## src/rtl/stochastic_add_sequencer.sv

```systemverilog
`default_nettype none
// ============================================================================
//  Module   : stochastic_add_sequencer (plus leaf stochastic_adder)
//  Purpose  : Runs one stochastic scaled addition end to end. Two unsigned
//             operands are turned into bitstreams by LFSR-driven comparators.
//             A third LFSR supplies the select stream for a combinational
//             stochastic adder. The adder's ones are counted over BIT_LENGTH
//             cycles, and the count is returned through a valid/ready
//             handshake.
//  Ports    : clk, rst_n (sync, active low)
//             start, a_val[8:0], b_val[8:0]    - request and operands
//             busy, bit_valid                  - run status
//             res_valid, res_ready, result[7:0] - result handshake
//             a_bit, b_bit, sel_bit, y_bit     - per-bit trace (0 outside RUN)
//  Revision : 1.0  initial release
// ============================================================================

// Scaled adder: the select bit picks a or b, so P(y) = (P(a)+P(b))/2.
module stochastic_adder (
  input  logic a,
  input  logic b,
  input  logic rand_bit,
  output logic y
);
  assign y = rand_bit ? a : b;
endmodule

module stochastic_add_sequencer #(
  parameter int unsigned BIT_LENGTH = 128,
  parameter logic [7:0]  SEED_A     = 8'hA5,
  parameter logic [7:0]  SEED_B     = 8'h3C,
  parameter logic [7:0]  SEED_S     = 8'h5E
) (
  input  logic       clk,
  input  logic       rst_n,
  input  logic       start,
  input  logic [8:0] a_val,
  input  logic [8:0] b_val,
  output logic       busy,
  output logic       res_valid,
  input  logic       res_ready,
  output logic [7:0] result,
  output logic       bit_valid,
  output logic       a_bit,
  output logic       b_bit,
  output logic       sel_bit,
  output logic       y_bit
);

  localparam logic [1:0] S_IDLE = 2'd0;
  localparam logic [1:0] S_RUN  = 2'd1;
  localparam logic [1:0] S_DONE = 2'd2;

  // An all-zero seed would lock the LFSR, so it is replaced by 1.
  localparam logic [7:0] C_SEED_A   = (SEED_A == 8'h00) ? 8'h01 : SEED_A;
  localparam logic [7:0] C_SEED_B   = (SEED_B == 8'h00) ? 8'h01 : SEED_B;
  localparam logic [7:0] C_SEED_S   = (SEED_S == 8'h00) ? 8'h01 : SEED_S;
  localparam logic [7:0] C_LAST_IDX = 8'(BIT_LENGTH - 1);

  // Fibonacci LFSR, x^8+x^6+x^5+x^4+1 (maximal length, period 255).
  function automatic logic [7:0] lfsr_step(input logic [7:0] v);
    return {v[6:0], v[7] ^ v[5] ^ v[4] ^ v[3]};
  endfunction

  logic [1:0] state_q, state_d;
  logic [7:0] lfsr_a_q, lfsr_b_q, lfsr_s_q;
  logic [8:0] a_op_q, b_op_q;
  logic [7:0] bit_cnt_q;
  logic [7:0] ones_q;
  logic [7:0] result_q;
  logic       in_run;
  logic       last_bit;
  logic       adder_y;

  // ---------------- state register ----------------
  always_ff @(posedge clk) begin
    if (!rst_n) begin
      state_q <= S_IDLE;
    end else begin
      state_q <= state_d;
    end
  end

  // ---------------- next-state logic ----------------
  assign last_bit = (bit_cnt_q == C_LAST_IDX);

  always_comb begin
    state_d = state_q;
    case (state_q)
      S_IDLE:  if (start)     state_d = S_RUN;
      S_RUN:   if (last_bit)  state_d = S_DONE;
      S_DONE:  if (res_ready) state_d = S_IDLE;
      default:                state_d = S_IDLE;
    endcase
  end

  // ---------------- outputs ----------------
  always_comb begin
    in_run    = (state_q == S_RUN);
    busy      = in_run;
    bit_valid = in_run;
    res_valid = (state_q == S_DONE);
  end

  // Stream bits are forced low outside RUN so the traces read as idle.
  assign a_bit   = in_run & ({1'b0, lfsr_a_q} < a_op_q);
  assign b_bit   = in_run & ({1'b0, lfsr_b_q} < b_op_q);
  assign sel_bit = in_run & lfsr_s_q[0];

  stochastic_adder u_adder (
    .a        (a_bit),
    .b        (b_bit),
    .rand_bit (sel_bit),
    .y        (adder_y)
  );

  assign y_bit  = adder_y;
  assign result = result_q;

  // ---------------- datapath ----------------
  always_ff @(posedge clk) begin
    if (!rst_n) begin
      lfsr_a_q  <= C_SEED_A;
      lfsr_b_q  <= C_SEED_B;
      lfsr_s_q  <= C_SEED_S;
      a_op_q    <= 9'd0;
      b_op_q    <= 9'd0;
      bit_cnt_q <= 8'd0;
      ones_q    <= 8'd0;
      result_q  <= 8'd0;
    end else begin
      case (state_q)
        S_IDLE: begin
          if (start) begin
            a_op_q    <= a_val;
            b_op_q    <= b_val;
            lfsr_a_q  <= C_SEED_A;
            lfsr_b_q  <= C_SEED_B;
            lfsr_s_q  <= C_SEED_S;
            bit_cnt_q <= 8'd0;
            ones_q    <= 8'd0;
          end
        end
        S_RUN: begin
          lfsr_a_q <= lfsr_step(lfsr_a_q);
          lfsr_b_q <= lfsr_step(lfsr_b_q);
          lfsr_s_q <= lfsr_step(lfsr_s_q);
          ones_q   <= ones_q + {7'd0, adder_y};
          if (last_bit) begin
            // Include the final bit, which is not yet in ones_q.
            result_q <= ones_q + {7'd0, adder_y};
          end else begin
            bit_cnt_q <= bit_cnt_q + 8'd1;
          end
        end
        default: ;
      endcase
    end
  end

endmodule
`default_nettype wire

```

## config.mk

```make
export PLATFORM = sky130hd
export DESIGN_NAME = stochastic_add_sequencer
export DESIGN_NICKNAME = d
export VERILOG_FILES = /design/src/rtl/stochastic_add_sequencer.sv
export SDC_FILE = /design/constraint.sdc
export NUM_CORES = 1
export LEC_CHECK = 0
export ABC_AREA = 1
export BUFFER_PORTS_ARGS = -buffer_cell sky130_fd_sc_hd__buf_4
export CAP_MARGIN = 5
export CORE_UTILIZATION = 51
export DETAILED_ROUTE_END_ITERATION = 10
export MAX_ROUTING_LAYER = met4
export PLACE_DENSITY = 0.68
export SYNTH_ARGS = -nofsm -noshare
export SYNTH_HDL_FRONTEND = slang
export SYNTH_SLANG_ARGS = --single-unit
```

## constraint.sdc

```tcl
create_clock -name clk -period 2.35 [get_ports clk]
set_input_delay 0.235 -clock clk [delete_from_list [all_inputs] [get_ports clk]]
set_output_delay 0.235 -clock clk [all_outputs]
set_load 0.01 [all_outputs]
```

### After elaboration in Yosys (flattened, before gate mapping)

Index checks and enable logic that the tools add are counted.

| operators by class | value |
|---|---|
| $add $sub $neg | 2 |
| magnitude comparators | 2 |
| equal/unequal tests | 7 |
| mux-type cells | 15 |
| bitwise operators | 12 |
| reductions and logical operators | 7 |

Operator list:

| cell | number |
|---|---|
| 8-bit one-hot mux with 2 select lines | 5 |
| 8-bit two-way mux | 5 |
| 8-bit by 9-bit < comparator with 1-bit output | 2 |
| 1-bit XOR | 9 |
| 8-bit by 1-bit adder with 8-bit output | 1 |
| 8-bit by 1-bit adder with 8-bit output, second input constant | 1 |
| 8-bit by 7-bit == test with 1-bit output, second input constant | 1 |
| 2-bit two-way mux | 3 |
| 2-bit one-hot mux with 3 select lines | 1 |
| 2-bit AND reduction | 3 |
| 3-bit AND reduction | 2 |
| 2-bit by 1-bit != test with 1-bit output, second input constant | 2 |
| 2-bit != test, second input constant | 2 |
| 1-bit AND | 3 |
| 2-bit by 1-bit == test with 1-bit output, second input constant | 1 |
| 2-bit == test, second input constant | 1 |
| 2-bit logical NOT | 1 |
| 2-bit nonzero test | 1 |
| 1-bit two-way mux | 1 |

| word-level totals | value |
|---|---|
| flip-flop bits (word level) | 68 |
| bits of input ports | 22 |
| word-level logic and storage cells | 54 |

### Longest topological paths before layout

Gate-level depths: netlist (run 1).

| depth | value |
|---|---|
| depth after elaboration | 5 |
| depth in mapped cells | 17 |
| mapped depth without buffers | 17 |

### By module

A second synthesis (run 1) with hierarchy kept.

| unflattened totals | value |
|---|---|
| cell total of the unflattened synthesis | 438 |
| area, all modules | 3180.6 um^2 |

By module, submodules not included:

| module | times used | cells each | area each (um^2) |
|---|---|---|---|
| stochastic_add_sequencer | 1 | 434 | 3165.5 |
| stochastic_adder | 1 | 4 | 15.0 |

### Least setup slack after synthesis (run 1)

No wires, ideal clock.

| timing path | value |
|---|---|
| kind | flip-flop to flip-flop |
| start point | reg lfsr_a_q[4] |
| end point | reg ones_q[6] |
| arrival time | 2109 ps |
| data required time | 2278 ps |
| slack | 170 ps |
| cell stages (with the launch flop) | 16 |
| clock period less this slack | 2180 ps |
| cells stage by stage | dfxtp_1 -> ha_1 -> nand2_1 -> inv_1 -> nand2_1 -> nand2_1 -> a21oi_1 -> nand4_1 -> nand2_1 -> ha_1 -> ha_1 -> nand3_1 -> nor2_1 -> xor2_1 -> nand2_1 -> a21oi_1 |

| between the ends | value |
|---|---|
| word-level cells in the longest chain between the ends | 5 |

Ends and longest elaborated chain:

| element | RTL line | text |
|---|---|---|
| from (decl) | 66 | `logic [7:0] lfsr_a_q, lfsr_b_q, lfsr_s_q;` |
| from (signal assigned) | 145 | `lfsr_a_q <= lfsr_step(lfsr_a_q);` |
| 8-bit by 9-bit < comparator with 1-bit output | 106 | `assign a_bit = in_run & ({1'b0, lfsr_a_q} < a_op_q);` |
| 1-bit AND | 106 |  |
| 1-bit two-way mux | 25 | `assign y = rand_bit ? a : b;` |
| net y_bit | 47 | `output logic y_bit` |
| 8-bit by 1-bit adder with 8-bit output | 148 | `ones_q <= ones_q + {7'd0, adder_y};` |
| 8-bit one-hot mux with 2 select lines | 132 | `case (state_q)` |
| to (signal assigned) | 148 |  |
| to (decl) | 69 | `logic [7:0] ones_q;` |

The timed path passes the listed nets, and every way through them passes these cells.
A chain may end at the register's enable or synchronous reset.

### Worst setup path after layout (run 1)

| timing path | value |
|---|---|
| start point | reg lfsr_b_q[3] |
| end point | reg ones_q[6] |

| between the ends | value |
|---|---|
| word-level cells in the longest chain between the ends | 5 |

Ends and longest elaborated chain:

| element | RTL line | text |
|---|---|---|
| from (decl) | 66 |  |
| from (signal assigned) | 146 | `lfsr_b_q <= lfsr_step(lfsr_b_q);` |
| 8-bit by 9-bit < comparator with 1-bit output | 107 | `assign b_bit = in_run & ({1'b0, lfsr_b_q} < b_op_q);` |
| 1-bit AND | 107 |  |
| 1-bit two-way mux | 25 |  |
| 8-bit by 1-bit adder with 8-bit output | 148 |  |
| 8-bit one-hot mux with 2 select lines | 132 |  |

Every way passes these cells.

==> results.yml, run 1 <==
outcome:
  status: "completed"
placement:
  place_congestion: 0.808
  place_hpwl_um: 4560
  placed_cells: 523
  io_buffers: 36
hold_path:
  hold_depth: 4
  worstHoldPathType: "input port to register"
synthesis:
  syn-cell-area_um2: 3290
  yosys.area_share.simple: 0.223
  synth.net_count: 459
  synth_edf_count: 0
  synth.yosys.seq_area_share: 0.414
  synth_top_family_by_area: "simple AND/OR/NAND/NOR gates"
  avgSynthCellArea_um2: 7.84
  synthXorXnorAreaFrac: 0.0319
  netlist.area_leader.share: 0.414
  synthMuxAreaShare: 0
  synthFlopType: "dfxtp_1"
  synth_top_cell_by_area: "dfxtp_1"
  async_reset_ff_frac: 0
  synth_cell_types: 33
  synth_adder_area_share: 0.0646
  yosys_register_bits: 68
  syn_inst: 420
  synth_compound_area_frac: 0.176
  yosysWarnings: 0
  ys_top_cells_by_area: "dfxtp_1 (41%), nand2_1 (11%), a21oi_1 (7.4%)"
clocking:
  cts_sinks: 68
  clk_pin_slew_ns: 0.07
  cts_buffer_depth: 2
  cts_max_level: 3
  root_buffer: "clkbuf_8"
  cts_tree: "done"
  worstSkewPairLatency_ns: 0.34
  postCtsHoldBufs: 0
  cts-buffers-inserted: 9
pwr:
  irDropWorstVdd_mv: 0.358
  leakagePower_nw: 1.66
  power.density_nw_per_um2: 661
global_route:
  antenna_found_initial: 0
  gr-usage-met3: 0.0396
  grt_pass1_vias: 2471
  grt_pass1_wl_um: 11000
  grt_util_all_layers: 0.221
  grt_overflow: 0
  grt.busiest_layer: "met2"
  gr-usage-met2: 0.361
  grt_max_degree: 33
  grt_use_met1: 0.267
run:
  drv_cap: 0
sta:
  hold_ws_ns: 0.142
  rsz0062_at_grt: "true"
  finClkSkew_ns: 0.00502
  setup_violations: 0
  slew_violations: 0
  hold_violations: 0
  final.min_clock_period_ns: 2.22
  worst_pin_slew_ns: 0.527
  finalCritPeriodShare: 0.943
  clock.fmax_mhz: 451
  relSlewSlack: 0.649
setup_path:
  endpoint_kind: "register"
  start_kind: "register"
  worstSetupPathType: "register to register"
  cp.arrival_ns: 2.49
  slowest_stage: "dfxtp_1"
  slowest_delay_ns: 0.35
  cp_max_fo: 3
  required_ns: 2.62
  crit_chain: "ha_1 > nand2_1 > inv_1 > nand2_1 > nand2_1 > a21oi_2 > nand4_1 > nand2_2 > ha_4 > ha_4 > nand3_4 > nor2_4 > xor2_2 > nand2_1 > a21oi_1"
  rr_worst_depth: 15
  crit_path_frequent_cell: "nand2_1"
layout:
  syn_to_final_growth_pct: 19.7
  nFillCells: 551
  diodes: 0
  instances_no_fill: 540
  nets: 500
  drive_above_1_share: 0.256
route:
  drt_iter0_drc: 107
  ant_nets: 0
  drtPass1Iterations: 4
  wl_per_cell_um: 12.5
  vias: 2725
  viasPerCell: 5.05
  drt_wl_total_um: 6750
  drc: 0
floorplanning:
  die_area_um2: 6780
  io_pins: 37
  core_area_um2: 6060
  rows: 28
  die_w_um: 82.3
  start_util: 0.543
  fp.dieH_um: 82.3
## sequential cells by signal (all words and copies together), names as in the netlist
register   flops
ones_q         8
lfsr_s_q       8
b_op_q         9
result         8
lfsr_a_q       8
lfsr_b_q       8
a_op_q         9
state_q        2
bit_cnt_q      8
## synth_stat cells (2+ instances only)
cell	count
o221ai_1	3
o211ai_1	6
o21ai_0	26
ha_1	17
inv_2	4
dfxtp_1	68
buf_2	5
a21oi_1	49
nand2_2	12
nand3_1	15
buf_6	2
inv_1	43
clkbuf_1	5
xnor2_1	7
nor2_4	2
nand2_1	99
buf_4	3
nor2_1	20
nand4_1	3
a21oi_2	12
xor2_1	5
nand2_4	3
## report_power, final
group | internal (mW) | switching (mW)
clock | 0.492 | 0.422
combinational | 0.181 | 0.254
sequential | 1.22 | 0.0392
total | 1.89 | 0.715
## through the flow
step	util	area, um2	TNS, ns	power (mW)	setup slack [ns]
2_1_floorplan	-	3290	0	1.57	0.170
3_3_place_gp	0.597	3620	0	1.67	0.0237
3_5_place_dp	0.597	3620	-0.0565	1.68	-0.0320
4_1_cts	0.634	3840	0	2.60	0.00375
5_1_grt	0.650	3940	-0.108	2.73	-0.0537
6_report	0.650	3940	0	2.60	0.134
## placed cells by master (no fill, tap or decap), drive strengths merged, types with 3 or more instances in the layout
cell    instances
xnor2           7
o221ai          3
inv            49
clkbuf         14
o21ai          26
ha             17
buf            47
dfxtp          68
a21oi          61
o211ai          6
xor2            5
nand3          17
nand2         114
nand4           3
nor2           23
## kinds of logic (layout without fill, tap and decap cells)
kind of cell / count (synthesis) / count (layout)
DFF: 68 / 68
buffers and inverters: 66 / 111
and+or+nand+nor: 159 / 159
adders and majority gates: 17 / 17
AOI/OAI and AO/OA: 98 / 98
xor gates and xnor gates: 12 / 12
## what timing repair did
action | 4_1_cts | 5_1_grt
buffers inserted | 2 | 0
endpoints found under the setup margin | 2 | 9
gates resized for setup | 7 | 15
pin swaps | 3 | 6
## area by class of cell
type / instances / area, um2 / area share
timing repair buffer: 47 / 353 / 0.0896
clock inverter: 1 / 5.00 / 0.00127
tap: 75 / 93.8 / 0.0238
multi-input combinational: 286 / 1750 / 0.444
sequential: 68 / 1360 / 0.346
inverter: 49 / 191 / 0.0486
clock buffer: 14 / 183 / 0.0464
## critical path, delay by kind of cell, from the launching register on
| kind | cells | cell delay [ns] |
|---|---|---|
| AO/OA/AOI/OAI | 2 | 0.28 |
| XOR/XNOR | 1 | 0.17 |
| adder cells (fa/ha/maj) | 3 | 0.59 |
| buffers and inverters | 1 | 0.04 |
| flip-flops | 1 | 0.35 |
| AND/OR/NAND/NOR | 8 | 0.73 |
## layer usage
metal	part of all wire	vias to the layer above
li1	-	1440
met5	0	-
met3	0.029	12
met4	0.018	0
met2	0.47	38
met1	0.48	1235
## path summary, 6_finish.rpt
path / start / end / slack (ns)
hold reg to reg: a_op_q[4] / a_op_q[4] / 0.46
hold / removal: res_ready / state_q[1] / 0.14
setup reg to reg: lfsr_b_q[3] / ones_q[6] / 0.13
setup / recovery: lfsr_b_q[3] / ones_q[6] / 0.13
Note: power is estimated with default switching activity, not from simulation.
==> run 2: changes to the inputs <==
Settings changed: ABC_AREA 1 to 0, PLACE_DENSITY 0.68 to 0.69.
==> run 2 against run 1 <==
Against the previous run:
- the flow now finishes with violations (negative setup slack)
- critical path depth decreased by 3
- synthesized cell count fell by 17%
- first-iteration DRC count increased by 18%
- via count fell by 4.5%
- hold slack got worse by 0.022 ns
- sequential power about the same
- power is 1.8% higher
- global-route usage is 0.20 points higher
- cell count is 10% lower
- maximum frequency is 8.4% lower
- sequential cell count unchanged
- highest routed layer unchanged
==> results.yml, run 2 <==
route:
  vias: 2602
  wl_per_cell_um: 14.2
  drc: 0
  drt_iter0_drc: 126
  drtPass1Iterations: 4
  drt_wl_total_um: 6870
  ant_nets: 0
  viasPerCell: 5.36
layout:
  largestRegisters: "a_op_q x9, b_op_q x9"
  syn_to_final_growth_pct: 30.1
  final_common_cell: "buf_4"
  instances_no_fill: 485
  nFillCells: 480
  layout_common_cells: "buf_4 (61), dfxtp_1 (58), nand2_1 (53)"
  nets: 444
  diodes: 0
  drive_above_1_share: 0.322
sta:
  final.min_clock_period_ns: 2.42
  hold_ws_ns: 0.120
  worst_pin_slew_ns: 0.795
  relSlewSlack: 0.470
  clock.fmax_mhz: 413
  finalCritPeriodShare: 1.03
  setup_violations: 7
  fin_ws_ns: -0.0685
  finClkSkew_ns: 0.00589
  slew_violations: 0
  hold_violations: 0
  tns_ns: -0.270
  rsz0062_at_grt: "true"
synthesis:
  synth_common_cells: "dfxtp_1 (68), nand2_1 (53), a21boi_1 (21), nor2_1 (18), nor2b_1 (18)"
  synth.net_count: 389
  syn_inst: 350
  synthMostInstantiatedCell: "dfxtp_1"
  netlist.area_leader.share: 0.433
  synth_cell_types: 42
  synth_top_cell_by_area: "dfxtp_1"
  ys_top_cells_by_area: "dfxtp_1 (43%), ha_1 (6.8%), nand2_1 (6.3%)"
  async_reset_ff_frac: 0
  avgSynthCellArea_um2: 8.97
  yosys_register_bits: 68
  yosysWarnings: 0
  synth.yosys.seq_area_share: 0.433
  synthFlopType: "dfxtp_1"
  syn-cell-area_um2: 3140
  synth_edf_count: 0
pwr:
  netSwitchingPower_uw: 688
  leakagePower_nw: 1.62
  power_frac_comb: 0.156
  switching_share: 0.260
  clock_power_share: 0.373
  internal_power_mw: 1.96
  power.density_nw_per_um2: 648
  irDropWorstVdd_mv: 0.354
  seqPwrFrac: 0.471
global_route:
  grt_pass1_wl_um: 10700
  grt_util_all_layers: 0.223
  grt_overflow: 0
  antenna_found_initial: 0
  grt_pass1_vias: 2386
  grt_max_degree: 53
setup_path:
  cp_top_family: "simple AND/OR/NAND/NOR gates"
  worstSetupPathType: "register to register"
  slowest_stage: "dfxtp_4"
  cp.arrival_ns: 2.65
  crit_chain: "ha_4 > a21o_1 > a21oi_2 > nor2_1 > nor4_2 > mux2_4 > ha_4 > and3_4 > nand3_4 > buf_6 > xor2_1 > a21oi_1"
  required_ns: 2.58
  start_kind: "register"
  crit_path_frequent_cell: "ha_4"
  cp_num_buf_inv: 1
  slowest_delay_ns: 0.36
  cp_max_fo: 4
  endpoint_kind: "register"
placement:
  place_congestion: 0.781
  placed_cells: 465
  place_hpwl_um: 4280
  io_buffers: 36
  pre_cts_ws_ns: -0.146
floorplanning:
  die_area_um2: 6480
  fp.dieH_um: 80.5
  core_area_um2: 5920
  start_util: 0.530
  rows: 28
  io_pins: 37
  die_w_um: 80.5
clocking:
  root_buffer: "clkbuf_8"
  worstSkewPairLatency_ns: 0.35
  cts_buffer_depth: 2
  postCtsHoldBufs: 0
  clk_pin_slew_ns: 0.07
  cts-buffers-inserted: 9
  cts_sinks: 68
  cts_tree: "done"
  cts_max_level: 3
outcome:
  status: "complete, but fails checks"
  violations: "negative setup slack"
run:
  drv_cap: 0
hold_path:
  worstHoldPathType: "input port to register"
[run 2: cell count changes in the layout (fill, tap and decap cells not counted), moves of 10 or more]
cell      change
a21boi_1     +21
a21oi_1      -39
a22oi_1      +13
a21oi_2      -10
inv_1        -33
nor2b_1      +18
a221o_1      +11
o21ai_0      -21
nand2_1      -44
buf_4        +14
nand2_2      -13
[run 2: worst paths after layout]
path	startpoint	end	slack [ns]	cells past startpoint
max	lfsr_a_q[6]	result[5]	-0.07	12
min	b_val[5]	b_op_q[5]	0.12	3
max reg2reg	lfsr_a_q[6]	result[5]	-0.07	12
min reg2reg	b_op_q[4]	b_op_q[4]	0.45	2
[run 2: cells by family after synthesis]
logic type	count (synthesis)	share of synthesized area
and+or+nand+nor	126	0.198
AOI/OAI and AO/OA	83	0.190
DFF	68	0.433
buffers and inverters	35	0.0494
adders and majority gates	17	0.0677
xor gates and xnor gates	16	0.0446
muxes	5	0.0163
[run 2: power by group through the flow]
stage | clock (mW) | combinational (mW) | sequential (mW)
5_1_grt | 1.05 | 0.454 | 1.25
4_1_cts | 1.01 | 0.379 | 1.24
3_3_place_gp | 0 | 0.352 | 1.26
6_report | 0.988 | 0.413 | 1.25
2_1_floorplan | 0 | 0.235 | 1.26
3_5_place_dp | 0 | 0.361 | 1.27
[run 2: through the flow]
step           total power, mW  utilization  instance area [um2]
5_1_grt                   2.76        0.690                 4090
4_1_cts                   2.63        0.660                 3910
3_5_place_dp              1.63        0.614                 3630
2_1_floorplan             1.50            -                 3190
6_report                  2.65        0.690                 4090
3_3_place_gp              1.62        0.614                 3630
[run 2: worst reg2reg max path, delay by kind of cell (launching register included)]
kind,cells,cell delay (ns)
AO/OA/AOI/OAI,3,0.36
XOR/XNOR,1,0.15
multiplexers,1,0.24
AND/OR/NAND/NOR,4,0.68
buffers and inverters,1,0.15
adder cells (fa/ha/maj),2,0.38
flip-flops,1,0.36
[run 2: repair_timing]
action / 4_1_cts / 5_1_grt
endpoints found under the setup margin: 12 / 13
pin swaps: 12 / 19
buffers inserted: 3 / 1
gates resized for setup: 14 / 30
[run 2: cell type report]
class / count / area (um2) / share of cell area
Clock inverter: 4 / 47.5 / 0.0116
Multi-Input combinational cell: 247 / 1870 / 0.457
Sequential cell: 68 / 1380 / 0.337
Inverter: 15 / 56.3 / 0.0138
Tap cell: 75 / 93.8 / 0.0230
Timing Repair Buffer: 64 / 492 / 0.120
Clock buffer: 12 / 155 / 0.0380
[run 2: layer usage]
layer / vias up / wire, um / global-route usage
li1: 1320 / - / -
met1: 1216 / 3240 / 0.283
met2: 57 / 3250 / 0.339
met3: 9 / 247 / 0.0375
met4: 0 / 124 / 0.120
met5: - / 0 / -
